===== config.mk =====
export PLATFORM = sky130hd
export DESIGN_NAME = uart_cmd_ctrl
export DESIGN_NICKNAME = d
export VERILOG_FILES = /design/src/rtl/uart_cmd_pkg.sv /design/src/rtl/uart_cmd_ctrl.sv
export SDC_FILE = /design/constraint.sdc
export NUM_CORES = 1
export LEC_CHECK = 0
export ABC_AREA = 0
export ABC_CLOCK_PERIOD_IN_PS = 4400
export CORE_UTILIZATION = 45
export DETAILED_ROUTE_END_ITERATION = 7
export HOLD_SLACK_MARGIN = 0.08
export MAX_ROUTING_LAYER = met4
export PLACE_DENSITY = 0.7
export SYNTH_ARGS = -nofsm -noshare
export SYNTH_HDL_FRONTEND = slang
export SYNTH_SLANG_ARGS = --single-unit

===== constraint.sdc =====
create_clock -name clk -period 4.4 [get_ports clk]
set_input_delay 0.88 -clock clk [delete_from_list [all_inputs] [get_ports clk]]
set_output_delay 0.88 -clock clk [all_outputs]
set_load 0.005 [all_outputs]

===== src/rtl/uart_cmd_pkg.sv =====
// Shared definitions for the UART command sequencer: opcodes, reply bytes,
// sequencer states and the saturating error-count helper.
package uart_cmd_pkg;

   localparam logic [7:0] OP_TURN_ON   = 8'h6E;
   localparam logic [7:0] OP_TURN_OFF  = 8'h55;
   localparam logic [7:0] OP_TOGGLE    = 8'hC3;
   localparam logic [7:0] OP_SET_DUTY  = 8'h3D;
   localparam logic [7:0] OP_STATUS    = 8'h5A;

   localparam logic [7:0] ACK_DEFAULT  = 8'h6B;
   localparam logic [7:0] NACK_DEFAULT = 8'hA5;

   localparam logic [6:0] ERR_MAX      = 7'h7F;

   typedef enum logic [2:0] {
      S_IDLE,
      S_WAIT_ARG,
      S_TX_START,
      S_TX_WAIT_HI,
      S_TX_WAIT_LO
   } state_t;

   // Error counter increments but sticks at its maximum instead of wrapping.
   function automatic logic [6:0] err_sat_inc(input logic [6:0] v);
      return (v == ERR_MAX) ? v : v + 7'd1;
   endfunction

endpackage


===== src/rtl/uart_cmd_ctrl.sv =====
// UART command sequencer: decodes one/two-byte commands, updates the SPWM
// enable/duty registers and answers every command with one reply byte.
module uart_cmd_ctrl
   import uart_cmd_pkg::*;
#(
   parameter int unsigned TIMEOUT_CYCLES = 120000,
   parameter logic [7:0]  ACK_BYTE       = ACK_DEFAULT,
   parameter logic [7:0]  NACK_BYTE      = NACK_DEFAULT
) (
   input  logic       clk,
   input  logic       reset,
   input  logic       rx_done,
   input  logic [7:0] data_received,
   input  logic       parity_error,
   input  logic       tx_busy,
   output logic       start_tx,
   output logic [7:0] data_to_tx,
   output logic       pwm_enable,
   output logic [7:0] duty,
   output logic       cfg_update,
   output logic [6:0] err_cnt
);

   localparam int unsigned CW = (TIMEOUT_CYCLES > 1) ? $clog2(TIMEOUT_CYCLES) : 1;
   // Last counter value still inside the argument window; a byte arriving in
   // that same cycle is still accepted.
   localparam logic [CW-1:0] CNT_LAST = CW'(TIMEOUT_CYCLES - 1);

   state_t        r_state, w_state_nx;
   logic          r_start_tx, w_start_nx;
   logic [7:0]    r_data_to_tx, w_data_nx;
   logic          r_pwm_enable, w_en_nx;
   logic [7:0]    r_duty, w_duty_nx;
   logic          r_cfg_update, w_cfg_nx;
   logic [6:0]    r_err_cnt, w_err_nx;
   logic [CW-1:0] r_cnt, w_cnt_nx;
   logic [1:0]    r_hi_cnt, w_hi_nx;

   assign start_tx   = r_start_tx;
   assign data_to_tx = r_data_to_tx;
   assign pwm_enable = r_pwm_enable;
   assign duty       = r_duty;
   assign cfg_update = r_cfg_update;
   assign err_cnt    = r_err_cnt;

   // State and register update; reset abandons any reply in flight.
   always_ff @(posedge clk or posedge reset) begin
      if (reset) begin
         r_state      <= S_IDLE;
         r_start_tx   <= 1'b0;
         r_data_to_tx <= '0;
         r_pwm_enable <= 1'b0;
         r_duty       <= '0;
         r_cfg_update <= 1'b0;
         r_err_cnt    <= '0;
         r_cnt        <= '0;
         r_hi_cnt     <= '0;
      end else begin
         r_state      <= w_state_nx;
         r_start_tx   <= w_start_nx;
         r_data_to_tx <= w_data_nx;
         r_pwm_enable <= w_en_nx;
         r_duty       <= w_duty_nx;
         r_cfg_update <= w_cfg_nx;
         r_err_cnt    <= w_err_nx;
         r_cnt        <= w_cnt_nx;
         r_hi_cnt     <= w_hi_nx;
      end
   end

   // Command decode, argument timeout and reply handshake with uart_tx.
   always_comb begin
      w_state_nx = r_state;
      w_start_nx = 1'b0;
      w_data_nx  = r_data_to_tx;
      w_en_nx    = r_pwm_enable;
      w_duty_nx  = r_duty;
      w_cfg_nx   = 1'b0;
      w_err_nx   = r_err_cnt;
      w_cnt_nx   = r_cnt;
      w_hi_nx    = r_hi_cnt;

      case (r_state)
         S_IDLE: begin
            if (rx_done) begin
               w_state_nx = S_TX_START;
               if (parity_error) begin
                  w_data_nx = NACK_BYTE;
                  w_err_nx  = err_sat_inc(r_err_cnt);
               end else begin
                  case (data_received)
                     OP_TURN_ON: begin
                        w_en_nx   = 1'b1;
                        w_cfg_nx  = 1'b1;
                        w_data_nx = ACK_BYTE;
                     end
                     OP_TURN_OFF: begin
                        w_en_nx   = 1'b0;
                        w_cfg_nx  = 1'b1;
                        w_data_nx = ACK_BYTE;
                     end
                     OP_TOGGLE: begin
                        w_en_nx   = ~r_pwm_enable;
                        w_cfg_nx  = 1'b1;
                        w_data_nx = ACK_BYTE;
                     end
                     OP_STATUS: begin
                        w_data_nx = {r_pwm_enable, r_err_cnt};
                     end
                     OP_SET_DUTY: begin
                        w_state_nx = S_WAIT_ARG;
                        w_cnt_nx   = '0;
                     end
                     default: begin
                        w_data_nx = NACK_BYTE;
                        w_err_nx  = err_sat_inc(r_err_cnt);
                     end
                  endcase
               end
            end
         end

         S_WAIT_ARG: begin
            w_cnt_nx = r_cnt + CW'(1);
            if (rx_done) begin
               w_state_nx = S_TX_START;
               if (parity_error) begin
                  w_data_nx = NACK_BYTE;
                  w_err_nx  = err_sat_inc(r_err_cnt);
               end else begin
                  w_duty_nx = data_received;
                  w_cfg_nx  = 1'b1;
                  w_data_nx = ACK_BYTE;
               end
            end else if (r_cnt == CNT_LAST) begin
               w_state_nx = S_TX_START;
               w_data_nx  = NACK_BYTE;
               w_err_nx   = err_sat_inc(r_err_cnt);
            end
         end

         S_TX_START: begin
            if (!tx_busy) begin
               w_start_nx = 1'b1;
               w_hi_nx    = '0;
               w_state_nx = S_TX_WAIT_HI;
            end
         end

         // Transmitter that never reports busy is assumed to have sent the byte.
         S_TX_WAIT_HI: begin
            if (tx_busy) begin
               w_state_nx = S_TX_WAIT_LO;
            end else if (r_hi_cnt == 2'd3) begin
               w_state_nx = S_IDLE;
            end else begin
               w_hi_nx = r_hi_cnt + 2'd1;
            end
         end

         S_TX_WAIT_LO: begin
            if (!tx_busy) begin
               w_state_nx = S_IDLE;
            end
         end

         default: begin
            w_state_nx = S_IDLE;
         end
      endcase
   end

endmodule

# --- Word level (Yosys, flattened, before mapping) ---
# Cells that the tools add are included.
op_classes:
  bitwise: 2
  magnitude_cmp: 0
  n_mul: 0
  reduce_logical: 13
  n_addsub: 3
  eq_ne: 24
  shift: 0
  div_mod_pow: 0
  n_mux: 42
ops:
  columns: ["operator", "count"]
  rows:
  - ["2-to-1 mux 17 bit", 3]
  - ["2-to-1 mux 7 bit", 7]
  - ["2-to-1 mux 8 bit", 5]
  - ["one-hot mux 17 bit (2 select lines)", 1]
  - ["== test 8 x 7 -> 1 bit (second input constant)", 3]
  - ["one-hot mux 8 bit (3 select lines)", 1]
  - ["2-to-1 mux 3 bit", 7]
  - ["adder 17 x 1 -> 17 bit (second input constant)", 1]
  - ["== test 17 bit (second input constant)", 1]
  - ["one-hot mux 8 bit (2 select lines)", 1]
  - ["AND reduction 4 bit", 4]
  - ["inequality test 3 bit (second input constant)", 5]
  - ["one-hot mux 3 bit (5 select lines)", 1]
  - ["one-hot mux 7 bit (2 select lines)", 1]
  - ["inequality test 2 bit (second input constant)", 6]
  - ["2-to-1 mux 2 bit", 5]
  - ["AND reduction 5 bit", 2]
  - ["== test 8 x 6 -> 1 bit (second input constant)", 1]
  - ["== test 8 bit (second input constant)", 1]
  - ["adder 7 x 1 -> 7 bit (second input constant)", 1]
  - ["== test 7 bit (second input constant)", 1]
  - ["2-to-1 mux 1 bit", 7]
  - ["== test 3 x 2 -> 1 bit (second input constant)", 2]
  - ["OR reduction 5 bit", 1]
  - ["14 further kinds", 16]
totals:
  romBits: 0
  latchBits: 0
  word_cells: 93
  register_bits: 48
  n_memories: 0
  ramBits: 0

# --- Longest topological paths before layout ---
# Gate-level depths: netlist of the first run.
logic_depth:
  word_depth: 6
  ltp_mapped: 8

# --- Worst setup path after synthesis of the first run ---
# Ideal clock, no wire load.
synth_path:
  kind: "input to register"
  startpoint: "input port data_received[3]"
  endpoint: "register r_err_cnt[1], in the netlist err_cnt[1]"
  setup_slack_ns: 2.025
  arrival_ns: 2.250
  cell_stages: 6
  required_ns: 4.275
  cell_sequence: "and4bb_2 nor2b_1 a21oi_1 a311oi_4 nor2_2 mux2_2"
synth_via:
  elab_chain_len: 4
  word_cells_on_any_way: 8
synth_lines:
  columns: ["element", "line", "rtl"]
  rows:
  - ["from (decl)", "uart_cmd_ctrl.sv:13", "input logic [7:0] data_received,"]
  - ["== test 8 x 6 -> 1 bit (tied with other cells)", "uart_cmd_ctrl.sv:91", "case (data_received)"]
  - ["OR reduction 5 bit (no line) *", null, null]
  - ["inequality test 3 bit (no line) *", null, null]
  - ["AND reduction 5 bit (no line) *", null, null]
  - ["to (signal assigned)", "uart_cmd_ctrl.sv:65", "r_err_cnt <= w_err_nx;"]
  - ["to (decl)", "uart_cmd_ctrl.sv:35", "logic [6:0] r_err_cnt, w_err_nx;"]
# Mark *: on every way between the ends. The rest lies on a longest branch, timed or not.
# A chain may end at the register's enable or synchronous reset.

# --- Final worst setup path of the first run ---
layout_path:
  startpoint: "input port data_received[2]"
  endpoint: "register r_data_to_tx[2], in the netlist data_to_tx[2]"
layout_via:
  elab_chain_len: 6
  word_cells_on_any_way: 12
layout_lines:
  columns: ["element", "line", "rtl"]
  rows:
  - ["== test 8 bit / == test 8 x 7 -> 1 bit (equally long branches)", "uart_cmd_ctrl.sv:91", null]
  - ["OR reduction 3 bit (no line)", null, null]
  - ["one-hot mux 8 bit (3 select lines)", "uart_cmd_ctrl.sv:91", null]
  - ["2-to-1 mux 8 bit", "uart_cmd_ctrl.sv:87", "if (parity_error) begin"]
  - ["2-to-1 mux 8 bit", "uart_cmd_ctrl.sv:85", "if (rx_done) begin"]
  - ["one-hot mux 8 bit (2 select lines)", "uart_cmd_ctrl.sv:83", "case (r_state)"]
  - ["to (signal assigned)", "uart_cmd_ctrl.sv:61", "r_data_to_tx <= w_data_nx;"]
  - ["to (decl)", "uart_cmd_ctrl.sv:31", "logic [7:0] r_data_to_tx, w_data_nx;"]
# Several ways; a longest one is shown, not always the timed one. The select of a mux whose other input is x is not followed.

==> results of run 1 <==
## power by group
part	total (mW)	internal (mW)	switching, mW
registers	0.718	0.572	0.146
logic	0.539	0.314	0.225
clock network	0.316	0.169	0.147
## final cells by class
cell class / instances / share of cell area (%)
inverter: 4 / 0.490
sequential: 48 / 39.2
clock buffer: 6 / 2.37
tap: 70 / 2.86
clock inverter: 2 / 1.14
multi-input combinational: 190 / 41.3
timing repair buffer: 39 / 12.7
## metal layers
layer	wire, um	share of wire, %
met3	175	3.4
met4	51	1.0
met1	2470	48
met2	2410	47
met5	0	0
## cell usage after synthesis (all sizes together), types with 2 or more instances
master   n  area share (%)
a21o     5             1.5
a21oi   12             2.4
a22o     4             1.4
and2     2            0.50
and3     7             1.7
and4     2            0.69
and4bb   3             1.5
buf      4             1.1
clkbuf   3            0.45
dfrtp   48              48
ha       3             1.5
inv      4            0.60
mux2    11             4.9
nand2   27             4.0
nand3    8             1.6
nand3b   2            0.60
nand4    5             1.2
nor2    36             5.5
nor2b    3            0.74
nor3    10             2.4
nor4     2             1.1
nor4b    3             1.5
o21ai   10             2.0
o31ai    2             1.3
xnor2    4             1.4
xor2    15             5.2
## flip-flops by register name, indices dropped and copies added (netlist names)
signal / cells
r_state: 3
cfg_update: 1
r_cnt: 17
start_tx: 1
pwm_enable: 1
duty: 8
err_cnt: 7
data_to_tx: 8
r_hi_cnt: 2
## cells in the final DEF, fill, tap and decap left out, types with 2 or more instances in the layout
cell type        Yosys  layout
a21o_1               5       5
and3_1               7       7
nand3_1              8       8
dfrtp_1             48      48
nor3_1               8       8
a21oi_1             12      12
and4_1               2       2
xnor2_1              4       4
nand3b_1             2       2
clkdlybuf4s50_1      0      38
ha_1                 3       3
inv_1                4       3
a22o_1               4       4
xor2_1              15      15
nor2_1              35      35
and4bb_2             3       3
nand2_1             27      27
o21ai_0              7       7
o21ai_1              3       3
and2_1               2       2
mux2_2              11      11
nor2b_1              3       3
nor4b_2              2       2
nand4_1              5       5
clkbuf_8             0       5
nor3_2               2       2
## worst paths after layout
check,from,endpoint,slack (ns)
max,data_received[2],data_to_tx[2],1.36
min,data_to_tx[6],data_to_tx[6],0.48
max reg2reg,r_state[0],err_cnt[1],1.90
min reg2reg,data_to_tx[6],data_to_tx[6],0.48
max in group asynchronous,reset,err_cnt[1],2.66
min in group asynchronous,reset,duty[6],1.12
## through the flow
step | util (%) | power [mW]
floorplan | - | 1.01
global placement | 56.5 | 1.26
detailed placement | 56.5 | 1.27
CTS | 58.5 | 1.59
global route | 58.5 | 1.69
finish | 58.5 | 1.57
## cell families (layout without fill, tap and decap cells)
family	count (synthesis)	in the layout	share of synthesized area [%]
AOI/OAI and AO/OA	41	41	11.9
xor gates and xnor gates	19	19	6.60
adders and majority gates	3	3	1.49
buffers and inverters	11	51	2.18
DFF	48	48	47.6
muxes	11	11	4.91
and+or+nand+nor	116	116	25.3
==> impl_results.rst, run 1 <==
.. list-table::
   :header-rows: 1

   * - Metric
     - Value
   * - Crit path arrival time
     - 3.23 ns
   * - Max capacitance violation total
     - 0
   * - Area of combinational cells with multiple inputs
     - 1260 um2
   * - Critical path buffers and inverters
     - 1
   * - Number of cells on the critical path
     - 6
   * - Tightest Pin Transition
     - 1.08 ns
   * - # port buffers
     - 38
   * - Global-route met2 utilization
     - 32.3%
   * - Final layout net count
     - 304
   * - Worst min-delay path category
     - flop to flop
   * - Type of origin of the critical path
     - input pin
   * - CTS Root Cell
     - clkbuf_8
   * - Post-CTS Resized
     - 0
   * - DRC violation total after the first TritonRoute iteration
     - 133
   * - Total clock sinks
     - 48
   * - Leakage power
     - 1.32 nW
   * - Cells on worst reg2reg path
     - 6
   * - Minimum clock period after layout
     - 3.04 ns
   * - Diodes inserted
     - 0
   * - Number of buffers on the longest clock path
     - 2
   * - Power per cell area
     - 513 nW/um2
   * - Busiest metal layer after global routing
     - met2
   * - Placed instance count
     - 351
   * - Max transition margin
     - 27.4%
   * - Number of buffers created by CTS
     - 5
   * - Insertion delay of the later-clocked pin in the worst-skew pair
     - 0.30 ns
   * - First-pass GRT wire length
     - 9200 um
   * - Slowest cell on the critical path
     - o31ai_2
   * - Number of enable flip-flop cells after synthesis
     - 0
   * - Register cell area after layout
     - 1200 um2
   * - Setup Viol. Count Final
     - 0
   * - Max Fanout on Critical Path
     - 16
   * - Async SR Flop Fraction
     - 100%
   * - Die span in x
     - 76.9 um
   * - Global-route congestion overflow total
     - 0
   * - Layout cells sized above 1
     - 11.4%
   * - Upper clock frequency limit
     - 0.329 GHz
   * - Synthesis-to-finish area growth
     - 21.5%
   * - Post-DR wirelength/cell
     - 14.2 um
   * - Synth Warn #
     - 0
   * - Final setup slack of the worst path
     - 1.36 ns
   * - Number of distinct standard cells referenced by the synthesized netlist
     - 48
   * - Detailed placement HPWL
     - 3660 um
   * - Final Non-Filler Cells
     - 359
   * - Routability congestion estimate
     - 0.787
   * - Post-CTS setup buffers
     - 0
   * - Max-slew violation count
     - 0
   * - Count of TritonRoute iterations in the first routing pass
     - 4
   * - Remaining antenna violation count after routing
     - 0
   * - Die Outline Area
     - 5910 um2
   * - Worst-case setup slack after placement
     - 1.10 ns
   * - Initial antenna violation count
     - 0
   * - Number of placement rows
     - 26
   * - Clock-pin slew reported for the worst setup and hold paths after clock tree synthesis
     - 0.09 ns
   * - Pin count of the biggest net entering global routing
     - 49
   * - Min-Delay Path Depth
     - 1
   * - Post-Synthesis Cells
     - 249
   * - IO Pins
     - 39
   * - Drt total wl
     - 5110 um
   * - Quantity of hold-fixing buffers added after cts
     - 0
   * - Fillers
     - 435
   * - Proportion of synthesized chip area in sequential cells
     - 47.6%
   * - Portion of the clock cycle consumed by the worst path in the final layout
     - 69.0%
   * - FF+latch count, synth
     - 48
   * - Largest delay share family, worst path
     - compound AO/OA/AOI/OAI gates
   * - Hold Worst Slack
     - 0.479 ns
   * - Delay contributed by the slowest stage of the critical path
     - 0.91 ns
   * - Global routing usage summed across all routing layers
     - 20.4%
   * - Placeable core region
     - 5240 um2
   * - DIE HEIGHT
     - 76.9 um
   * - Average vias per placed instance
     - 5.31
   * - GR met1 Demand/Resource
     - 25.7%
   * - H-Tree Depth
     - 2
   * - Capturing element type of the critical path
     - flop
   * - Mean instance size in the synthesized netlist
     - 10.1 um2
   * - Met3 demand-to-capacity share in global routing
     - 4.40%
   * - Number of global-route vias before repair
     - 1,942
   * - Post-synthesis net count
     - 265
   * - Area of the mapped netlist
     - 2520 um2
   * - Final Skew
     - 0.00405 ns
   * - Final instance area
     - 3060 um2
   * - TritonCTS clock tree
     - yes
   * - Required time at the endpoint of the critical path
     - 4.59 ns
   * - Instance area after placement
     - 2960 um2
   * - Unrepaired setup endpoints after global routing
     - false
   * - Maximum vdd ir drop
     - 0.000206 V
   * - Primary FF master, synth
     - dfrtp_1
   * - Critical path, cell by cell
     - clkdlybuf4s50_1 > and4b_1 > nand2_1 > o31ai_2 > a21oi_1 > a22o_1
   * - Outcome
     - complete, no violations
   * - DRC violation count after routing
     - 0
   * - Setup TNS
     - 0 ns
   * - Endpoints failing hold
     - 0
   * - Worst setup path category
     - input pin to flop
   * - Total via count after detailed routing
     - 1,908
   * - Effective utilization at floorplan
     - 48.1%
No activity file was read; power rests on OpenSTA's default activity.
==> run 2, diff against run 1 <==
- ABC_CLOCK_PERIOD_IN_PS: 4400 -> 3010
- clock period: 4.4 -> 3.01 ns (I/O delays scaled with it)
==> run 2 against run 1 <==
- final area grew 2.2%
- wire length grew 1.6%
- clock power grew 54%
- via count grew 3.0%
- total power grew 50%
- setup slack lost 0.82 ns
- global-route usage shrank 0.30 points
- non-clock buffer count grew 7
- hold slack gained 0.0019 ns
- sequential share of layout area shrank 0.83 points
- die area is the same
- critical endpoint is now err_cnt[1]
- largest cell class unchanged
- highest routed layer unchanged
==> impl_results.rst, run 2 (synthesis results as in run 1) <==
.. list-table::
   :header-rows: 1

   * - Metric
     - Value
   * - Outcome
     - complete, no violations
   * - Capturing element type of the critical path
     - flop
   * - Max Fanout on Critical Path
     - 6
   * - Number of global-route vias before repair
     - 1,902
   * - Leakage power
     - 1.37 nW
   * - Commonest cells after routing, fill and taps aside
     - dfrtp_1 (48), clkdlybuf4s50_1 (38), nor2_1 (35)
   * - Total via count after detailed routing
     - 1,966
   * - Insertion delay of the later-clocked pin in the worst-skew pair
     - 0.30 ns
   * - Number of placement rows
     - 26
   * - Diodes inserted
     - 0
   * - Detailed placement HPWL
     - 3910 um
   * - IO Pins
     - 39
   * - Global-route congestion overflow total
     - 0
   * - Final instance area
     - 3130 um2
   * - Required time at the endpoint of the critical path
     - 3.21 ns
   * - Instance area after placement
     - 3010 um2
   * - Final layout net count
     - 311
   * - Type of origin of the critical path
     - input pin
   * - Portion of the clock cycle consumed by the worst path in the final layout
     - 82.1%
   * - Total clock sinks
     - 48
   * - Global routing usage summed across all routing layers
     - 20.1%
   * - H-Tree Depth
     - 2
   * - Layout cells sized above 1
     - 13.9%
   * - TritonCTS clock tree
     - yes
   * - Number of buffers created by CTS
     - 5
   * - Post-DR wirelength/cell
     - 14.2 um
   * - Remaining antenna violation count after routing
     - 0
   * - CTS Root Cell
     - clkbuf_8
   * - Crit path arrival time
     - 2.67 ns
   * - Count of TritonRoute iterations in the first routing pass
     - 4
   * - Routability congestion estimate
     - 0.810
   * - Final Skew
     - 0.00678 ns
   * - Post-CTS Resized
     - 0
   * - Max capacitance violation total
     - 0
   * - Initial antenna violation count
     - 0
   * - Worst setup path category
     - input pin to flop
   * - Setup TNS
     - 0 ns
   * - DRC violation total after the first TritonRoute iteration
     - 80
   * - Average vias per placed instance
     - 5.37
   * - Placeable core region
     - 5240 um2
   * - Effective utilization at floorplan
     - 48.1%
   * - Endpoints failing hold
     - 0
   * - Synthesis-to-finish area growth
     - 24.2%
   * - First-pass GRT wire length
     - 9110 um
   * - Quantity of hold-fixing buffers added after cts
     - 0
   * - Max transition margin
     - 57.5%
   * - Die Outline Area
     - 5910 um2
   * - DIE HEIGHT
     - 76.9 um
   * - Power per cell area
     - 752 nW/um2
   * - Post-CTS setup buffers
     - 0
   * - Clock-pin slew reported for the worst setup and hold paths after clock tree synthesis
     - 0.09 ns
   * - Unrepaired setup endpoints after global routing
     - false
   * - Leading cell type in the layout, fill and taps excluded
     - dfrtp_1
   * - Register with the highest flop count
     - r_cnt
   * - Worst min-delay path category
     - flop to flop
   * - Drt total wl
     - 5190 um
   * - DRC violation count after routing
     - 0
   * - Worst-case setup slack after placement
     - 0.234 ns
   * - Setup Viol. Count Final
     - 0
   * - # port buffers
     - 38
   * - Final setup slack of the worst path
     - 0.539 ns
   * - Pin count of the biggest net entering global routing
     - 28
   * - Minimum clock period after layout
     - 2.47 ns
   * - Upper clock frequency limit
     - 0.405 GHz
   * - Tightest Pin Transition
     - 0.634 ns
   * - Power Total
     - 2.35 mW
   * - Max-slew violation count
     - 0
   * - Maximum vdd ir drop
     - 0.000333 V
   * - Largest register FFs
     - 17
   * - Die span in x
     - 76.9 um
   * - Number of buffers on the longest clock path
     - 2
run 2: cell types whose count changed in the layout (fill, tap and decap cells not counted):
cell / change
buf_4: +7
clkbuf_1: -1
clkbuf_8: +1
clkinv_2: -1
clkinv_4: +1
run 2: power breakdown:
part           switching [mW]  internal [mW]  leakage [nW]
clock network           0.216          0.272        0.0614
logic                   0.342          0.475         0.687
registers               0.213          0.837         0.617
run 2: per-layer routing:
metal	global-route usage [%]	up-vias	wire, um
met5	-	-	0
met4	6.92	0	51
met3	4.17	4	217
met2	32.4	49	2470
met1	24.9	939	2450
li1	-	974	-
run 2: worst paths after layout:
check / slack (ns) / to / start / cells past startpoint
setup / recovery: 0.54 / err_cnt[1] / data_received[7] / 7
hold / removal: 0.48 / data_to_tx[6] / data_to_tx[6] / 1
setup reg to reg: 0.62 / data_to_tx[7] / r_cnt[0] / 7
hold reg to reg: 0.48 / data_to_tx[6] / data_to_tx[6] / 1
max in group asynchronous: 1.76 / r_state[2] / reset / 3
min in group asynchronous: 0.67 / cfg_update / reset / 2
run 2: final cells by class:
| cell class | count | area, um2 |
|---|---|---|
| fill | 436 | 2110 |
| multi-input combinational | 190 | 1260 |
| sequential | 48 | 1200 |
| timing repair buffer | 46 | 440 |
| tap | 70 | 87.6 |
| clock buffer | 6 | 82.6 |
| clock inverter | 2 | 38.8 |
| inverter | 4 | 15.0 |
run 2: worst max-delay path, stage by stage:
cell             delay, ns
clkdlybuf4s50_1       0.56
and4b_1               0.25
a22o_1                0.20
a21oi_1               0.35
a311oi_4              0.19
nor2_2                0.18
mux2_2                0.34
run 2: stage by stage:
step | util, % | std cells | hold slack [ns]
after global placement | 57.5 | 358 | 0.458
after global routing | 59.8 | 366 | 0.503
final | 59.8 | 366 | 0.481
after CTS | 59.8 | 366 | 0.485
after floorplan | - | 249 | 0.467
after detailed placement | 57.5 | 358 | 0.465
